<file path="config.mk">
export PLATFORM = sky130hd
export DESIGN_NAME = ysyx_24070016_fetch_unit
export DESIGN_NICKNAME = d
export VERILOG_FILES = /design/src/rtl/ysyx_24070016_fetch_unit.sv
export SDC_FILE = /design/constraint.sdc
export NUM_CORES = 1
export LEC_CHECK = 0
export CAP_MARGIN = 20
export CORE_ASPECT_RATIO = 1.75
export CORE_UTILIZATION = 51
export DETAILED_ROUTE_END_ITERATION = 6
export DONT_BUFFER_PORTS = 1
export PLACE_DENSITY = 0.64
export SLEW_MARGIN = 15
export SYNTH_ARGS = -nofsm -noshare
export SYNTH_HDL_FRONTEND = slang
export SYNTH_SLANG_ARGS = --single-unit
</file>
<file path="constraint.sdc">
create_clock -name clk -period 6 [get_ports clk]
set_clock_uncertainty 0.1 [all_clocks]
set_input_delay 0.9 -clock clk [delete_from_list [all_inputs] [get_ports clk]]
set_output_delay 0.9 -clock clk [all_outputs]
set_load 0.01 [all_outputs]
</file>
<file path="src/rtl/ysyx_24070016_fetch_unit.sv">
// Instruction-fetch front end: handshaked memory port, in-order fetch buffer,
// redirect with dropping of responses that belong to the abandoned stream.
module ysyx_24070016_fetch_unit #(
    parameter int unsigned     XLEN      = 32,
    parameter int unsigned     INST_W    = 32,
    parameter int unsigned     DEPTH     = 2,
    parameter logic [XLEN-1:0] RESET_VEC = 'h8000_0000
) (
    input  logic              clk,
    input  logic              rst,
    input  logic              redirect_valid,
    input  logic [XLEN-1:0]   redirect_pc,
    output logic              imem_req_valid,
    input  logic              imem_req_ready,
    output logic [XLEN-1:0]   imem_req_addr,
    input  logic              imem_rsp_valid,
    input  logic [INST_W-1:0] imem_rsp_data,
    output logic              out_valid,
    input  logic              out_ready,
    output logic [XLEN-1:0]   out_pc,
    output logic [INST_W-1:0] out_inst
);

    localparam int unsigned PW = (DEPTH > 1) ? $clog2(DEPTH) : 1;
    localparam int unsigned CW = PW + 1;
    // Back-to-back redirects against a slow memory can owe more than DEPTH drops.
    localparam int unsigned DW = CW + 2;

    logic [XLEN-1:0]   fetch_pc;
    logic [XLEN-1:0]   pc_q   [DEPTH];
    logic [INST_W-1:0] inst_q [DEPTH];
    logic [DEPTH-1:0]  filled_q;
    logic [PW-1:0]     alloc_ptr;
    logic [PW-1:0]     fill_ptr;
    logic [PW-1:0]     head_ptr;
    logic [CW-1:0]     count;
    logic [CW-1:0]     pend_cnt;
    logic [DW-1:0]     drop_cnt;

    logic out_fire;
    logic req_fire;
    logic rsp_drop;
    logic rsp_fill;
    logic rsp_taken;

    assign out_valid      = filled_q[head_ptr];
    assign out_pc         = pc_q[head_ptr];
    assign out_inst       = inst_q[head_ptr];
    assign out_fire       = out_valid && out_ready;

    assign imem_req_valid = !redirect_valid && ((count < CW'(DEPTH)) || out_fire);
    assign imem_req_addr  = fetch_pc;
    assign req_fire       = imem_req_valid && imem_req_ready;

    assign rsp_drop  = imem_rsp_valid && (drop_cnt != '0);
    assign rsp_fill  = imem_rsp_valid && (drop_cnt == '0) && (pend_cnt != '0);
    assign rsp_taken = rsp_drop || rsp_fill;

    always_ff @(posedge clk) begin
        if (!rst) begin
            fetch_pc  <= RESET_VEC;
            alloc_ptr <= '0;
            fill_ptr  <= '0;
            head_ptr  <= '0;
            count     <= '0;
            pend_cnt  <= '0;
            drop_cnt  <= '0;
        end else if (redirect_valid) begin
            fetch_pc  <= redirect_pc & ~XLEN'(3);
            alloc_ptr <= '0;
            fill_ptr  <= '0;
            head_ptr  <= '0;
            count     <= '0;
            pend_cnt  <= '0;
            // Everything still in flight now belongs to the old stream.
            drop_cnt  <= drop_cnt + DW'(pend_cnt) - DW'(rsp_taken);
        end else begin
            if (req_fire) begin
                fetch_pc  <= fetch_pc + XLEN'(4);
                alloc_ptr <= alloc_ptr + PW'(1);
            end
            if (rsp_fill) fill_ptr <= fill_ptr + PW'(1);
            if (out_fire) head_ptr <= head_ptr + PW'(1);
            if (rsp_drop) drop_cnt <= drop_cnt - DW'(1);
            count    <= count + CW'(req_fire) - CW'(out_fire);
            pend_cnt <= pend_cnt + CW'(req_fire) - CW'(rsp_fill);
        end
    end

    always_ff @(posedge clk) begin
        if (!rst || redirect_valid) begin
            filled_q <= '0;
        end else begin
            if (out_fire) filled_q[head_ptr] <= 1'b0;
            if (rsp_fill) filled_q[fill_ptr] <= 1'b1;
        end
    end

    always_ff @(posedge clk) begin
        if (req_fire) pc_q[alloc_ptr] <= fetch_pc;
        if (rsp_fill && !redirect_valid) inst_q[fill_ptr] <= imem_rsp_data;
    end

`ifndef SYNTHESIS
    a_rsp_expected: assert property (@(posedge clk) disable iff (!rst)
        imem_rsp_valid |-> (drop_cnt != '0 || pend_cnt != '0));
`endif

endmodule
</file>
-- Word-level counts from Yosys, hierarchy flattened
Memories as Yosys holds them, arrays and structs flattened. A register that Yosys moved wholly into a read port is not among the register bits.
Cells that the tools add are included.
W data, S select, Z words.
- add/sub/neg operators: 11
- $lt $le $gt $ge: 5
- muxes and demuxes: 21
- bitwise gates (word level): 4
- reductions and logical operators: 20
- operator list (operator ; number):
    $mux W32 ; 2
    $add A32 B3 Y32 const B ; 1
    $mux W1 ; 12
    $logic_and A1 B1 Y1 ; 9
    $mux W4 ; 2
    $mux W2 ; 3
    $reduce_bool A2 Y1 ; 3
    $add A2 B1 Y2 ; 2
    $add A4 B2 Y4 ; 1
    $logic_not A4 Y1 ; 1
    $lt A1 B2 Y1 const B ; 2
    $reduce_bool A4 Y1 ; 1
    $sub A2 B1 Y2 ; 2
    $sub A4 B1 Y4 ; 1
    $sub A4 B1 Y4 const B ; 1
    $add A1 B1 Y1 const B ; 3
    $logic_or A1 B1 Y1 ; 3
    $and A2 B2 Y2 ; 1
    $demux W1 S1 ; 2
    $ge A1 B1 Y1 const B ; 2
    $logic_not A1 Y1 ; 2
    $lt A2 B2 Y1 const B ; 1
    $not A2 Y2 ; 1
    $or A2 B2 Y2 ; 1
    2 further kinds ; 2
- flip-flop bits (word level): 45
- RAM bits: 128
- bits of input ports: 70
- output and inout bits: 98
- logic and storage cells: 72
- memories: 2
- memories (name ; depth ; bits a word ; read ports ; clocked after memory_dff ; wr ports ; line ; source):
    inst_q ; 2 ; 32 ; 1 ; 1 ; 1 ; 31 ; logic [INST_W-1:0] inst_q [DEPTH];
    pc_q ; 2 ; 32 ; 1 ; 1 ; 1 ; 30 ; logic [XLEN-1:0] pc_q [DEPTH];

-- Logic depth before layout (Yosys ltp)
- depth after elaboration: 10
- mapped depth: 13
- depth with buffers taken out: 13

-- Least setup slack after synthesis
Ideal clock, no wire load.
- path kind: in2reg
- start: input port redirect_valid
- end: memory inst_q[0][0], enable pin
- setup time: 0.461 ns
- data arrival time: 3.523 ns
- data required time: 5.439 ns
- setup slack: 1.916 ns
- stages: 3
- buffers on the path: 2
- cell sequence: clkbuf_1 > clkbuf_1 > nor3_1
- cells in the longest elaborated chain, start to end: 4
- ends and longest elaborated chain (element ; line ; source):
    start: declaration ; 11 ; input logic redirect_valid,
    $logic_not A1 Y1 ; 101 ; if (rsp_fill && !redirect_valid) inst_q[fill_ptr] <= imem_rsp_data;
    $logic_and A1 B1 Y1 ; 101 ;
    $mux W1 ; 101 ;
    $mux W1 (not written as such) ; 101 ;
    end: declaration ; 31 ;
No other way between the ends.

==> metrics.yaml <==
cells_and_area:
  final_cells: 702
  fin_nets: 597
  fill_cells: 1111
  drive_above_1_share: 0.209
  design_area_um2: 7770
  area_delta_synth_final_pct: 10.2
critical_path:
  worstSetupPathDepth: 2
  required_ns: 5.00
  worst_path_max_delay_cell: "buf_4"
  cp_max_fo: 62
  cp-end-kind: "primary output"
  cpLargestDelayFamily: "buffers and inverters"
  r2r_cells: 4
  cp.arrival_ns: 1.83
  critical_path_class: "reg2out"
  cpPeakStageDelay_ns: 0.59
  start_kind: "register"
  cp_num_buf_inv: 1
  path_cells: "buf_4, mux2_2"
clock_network:
  ctsHoldBuffers: 0
  clk_pin_slew_worst_paths_ns: 0.07
  cts_made_buffers: 17
  clockBufferDepth: 2
  cts_tree: "built"
  root_buffer: "clkbuf_16"
  cts_resized: 0
  cts_htree_levels: 4
  clock-sinks: 168
  clkLatencyLatePin_ns: 0.41
  cts_setup_buffers: 0
die:
  num_rows: 56
  die_h_um: 158
  ios: 168
  coreArea_um2: 13500
  initial_core_util: 0.524
  fp.dieW_um: 90.9
  die_area_um2: 14300
grt:
  grt_max_degree: 63
  grt_overflow: 0
  grt_pass1_wl_mm: 21.8
  grt_antenna_before_repair: 1
  grt_pass1_vias: 4030
  track_usage: 0.203
hold_path:
  whs_path_depth: 2
  hp-class: "reg2reg"
sta:
  worstMarginPinSlew_ns: 0.903
  fin_ws_ns: 3.17
  maxSlewHeadroom: 0.397
  hold_viol: 0
  fin_crit_sh: 0.471
  rsz0062_at_grt: "false"
  finalMaxSlewViolations: 0
  tns_ns: 0
  finalCriticalPeriod_ns: 2.83
  timing.fmax_mhz: 354
  setup_viol: 0
job:
  cap_violations: 0
routing:
  wl_per_cell_um: 20.2
  num_vias: 3992
  first_pass_iters: 4
  drc: 0
  via_per_inst: 5.69
  ant_nets: 0
  drt_iter0_drc: 134
  wl_mm: 14.2
placement:
  place.gp.congestion: 0.845
  dp.cells: 669
  dpl_worst_slack_ns: 3.10
  dp_hpwl_mm: 9.85
  portBuffers: 0
  placed_cell_area_um2: 7210
run_status:
  status: "finished clean"
synth:
  avgSynthCellArea_um2: 13.7
  yosysMostFrequentCell: "edfxtp_1"
  yosysTopAreaCellShare: 0.528
  yosys_warnings: 0
  synth-edff-count: 124
  synth-seq-cells: 168
  synth_cell_types: 44
  synth_area_leaders: "edfxtp_1, dfxtp_1, mux2_2"
  ys_seq_area_frac: 0.653
  yosys.area.top_type: "edfxtp_1"
  ys_async_sr_fraction: 0
  synth_area_um2: 7050
  syn_inst: 514
  yosys-top-cells-count: "edfxtp_1, mux2_2, dfxtp_1, o21ai_0, nand2_1"
  synth-main-ff-cell: "edfxtp_1"
pwr:
  power_density_nw_per_um2: 334
  ir_drop_mv: 0.207
  leakagePower_nw: 2.67
==> tightest hold or removal path, cell delays in order (launching register included) <==
cell and delay, ns:
dfxtp_1 0.34, a22oi_1 0.07, nor2_1 0.08
==> power by group <==
part | internal [W] | total, W | switching (W)
Clock | 0.000547 | 0.00102 | 0.000475
Combinational | 0.000104 | 0.000231 | 0.000127
Sequential | 0.00129 | 0.00134 | 0.0000498
Total | 0.00194 | 0.00260 | 0.000652
==> layer usage <==
layer / share of wire / vias up / track usage
met5: 0 / - / 0
met3: 0.064 / 13 / 0.0629
met2: 0.54 / 131 / 0.367
met1: 0.38 / 1940 / 0.216
met4: 0.017 / 0 / 0.0907
li1: - / 1908 / -
==> logic make-up after synthesis <==
logic type                 after synthesis  share of synthesized area
DFF                                    168                      0.653
adders and majority gates               13                     0.0241
and+or+nand+nor                        113                     0.0894
xor gates and xnor gates                33                     0.0410
muxes                                   63                      0.101
buffers and inverters                   44                     0.0261
AOI/OAI and AO/OA                       79                     0.0649
other                                    1                   0.000532
==> metrics by stage <==
stage,total power [W],hold WS [ns],utilization
global route,0.00270,0.453,0.578
finish,0.00260,0.427,0.578
floorplan,0.00155,0.365,-
detailed placement,0.00160,0.411,0.536
global placement,0.00159,0.387,0.536
CTS,0.00262,0.428,0.578
==> final timing paths <==
| path | startpoint | endpoint | slack, ns |
|---|---|---|---|
| setup / recovery | register | out_pc[16] | 3.17 |
| hold / removal | filled_q[1]$_SDFF_PP0_ | filled_q[1]$_SDFF_PP0_ | 0.43 |
| setup reg to reg | head_ptr$_SDFFE_PP0P_ | pc_q[0][24]$_DFFE_PP_ | 3.58 |
| hold reg to reg | filled_q[1]$_SDFF_PP0_ | filled_q[1]$_SDFF_PP0_ | 0.43 |
==> placed cells by master (no fill, tap or decap), types with 2 or more instances in the layout <==
| master | instances |
|---|---|
| edfxtp_1 | 124 |
| mux2_2 | 62 |
| dfxtp_1 | 43 |
| o21ai_0 | 34 |
| nand2_1 | 31 |
| a21oi_1 | 24 |
| xor2_1 | 22 |
| inv_1 | 17 |
| nand4_1 | 17 |
| clkbuf_16 | 17 |
| nor2_1 | 14 |
| ha_1 | 12 |
| xnor2_1 | 11 |
| and2_1 | 9 |
| nand3_1 | 9 |
| a31oi_1 | 8 |
| and3_1 | 6 |
| inv_6 | 5 |
| buf_4 | 5 |
| and4_1 | 4 |
| or3_1 | 4 |
| conb_1 | 4 |
| inv_8 | 4 |
| nor3_2 | 3 |
| o211a_1 | 3 |
| or4_1 | 3 |
| clkinv_4 | 3 |
| nor2b_1 | 2 |
| a21o_1 | 2 |
| nor3_1 | 2 |
| o211ai_1 | 2 |
| o31ai_1 | 2 |
==> flip-flops by register name, summed over array words and instances (netlist names), named ones only <==
signal	flops
alloc_ptr	1
count	2
drop_cnt	4
fill_ptr	1
filled_q	2
head_ptr	1
imem_req_addr	30
inst_q	64
pc_q	60
pend_cnt	2
==> final cells by class <==
cell class / instances / area, um2 / share of cell area
timing repair buffer: 5 / 37.5 / 0.00483
multi-input combinational: 305 / 2290 / 0.294
sequential: 168 / 4610 / 0.593
clock inverter: 15 / 131 / 0.0169
clock buffer: 17 / 425 / 0.0547
antenna: 1 / 2.50 / 0.000322
inverter: 17 / 63.8 / 0.00821
tap: 174 / 218 / 0.0280
(Power assumes the default switching activity.)
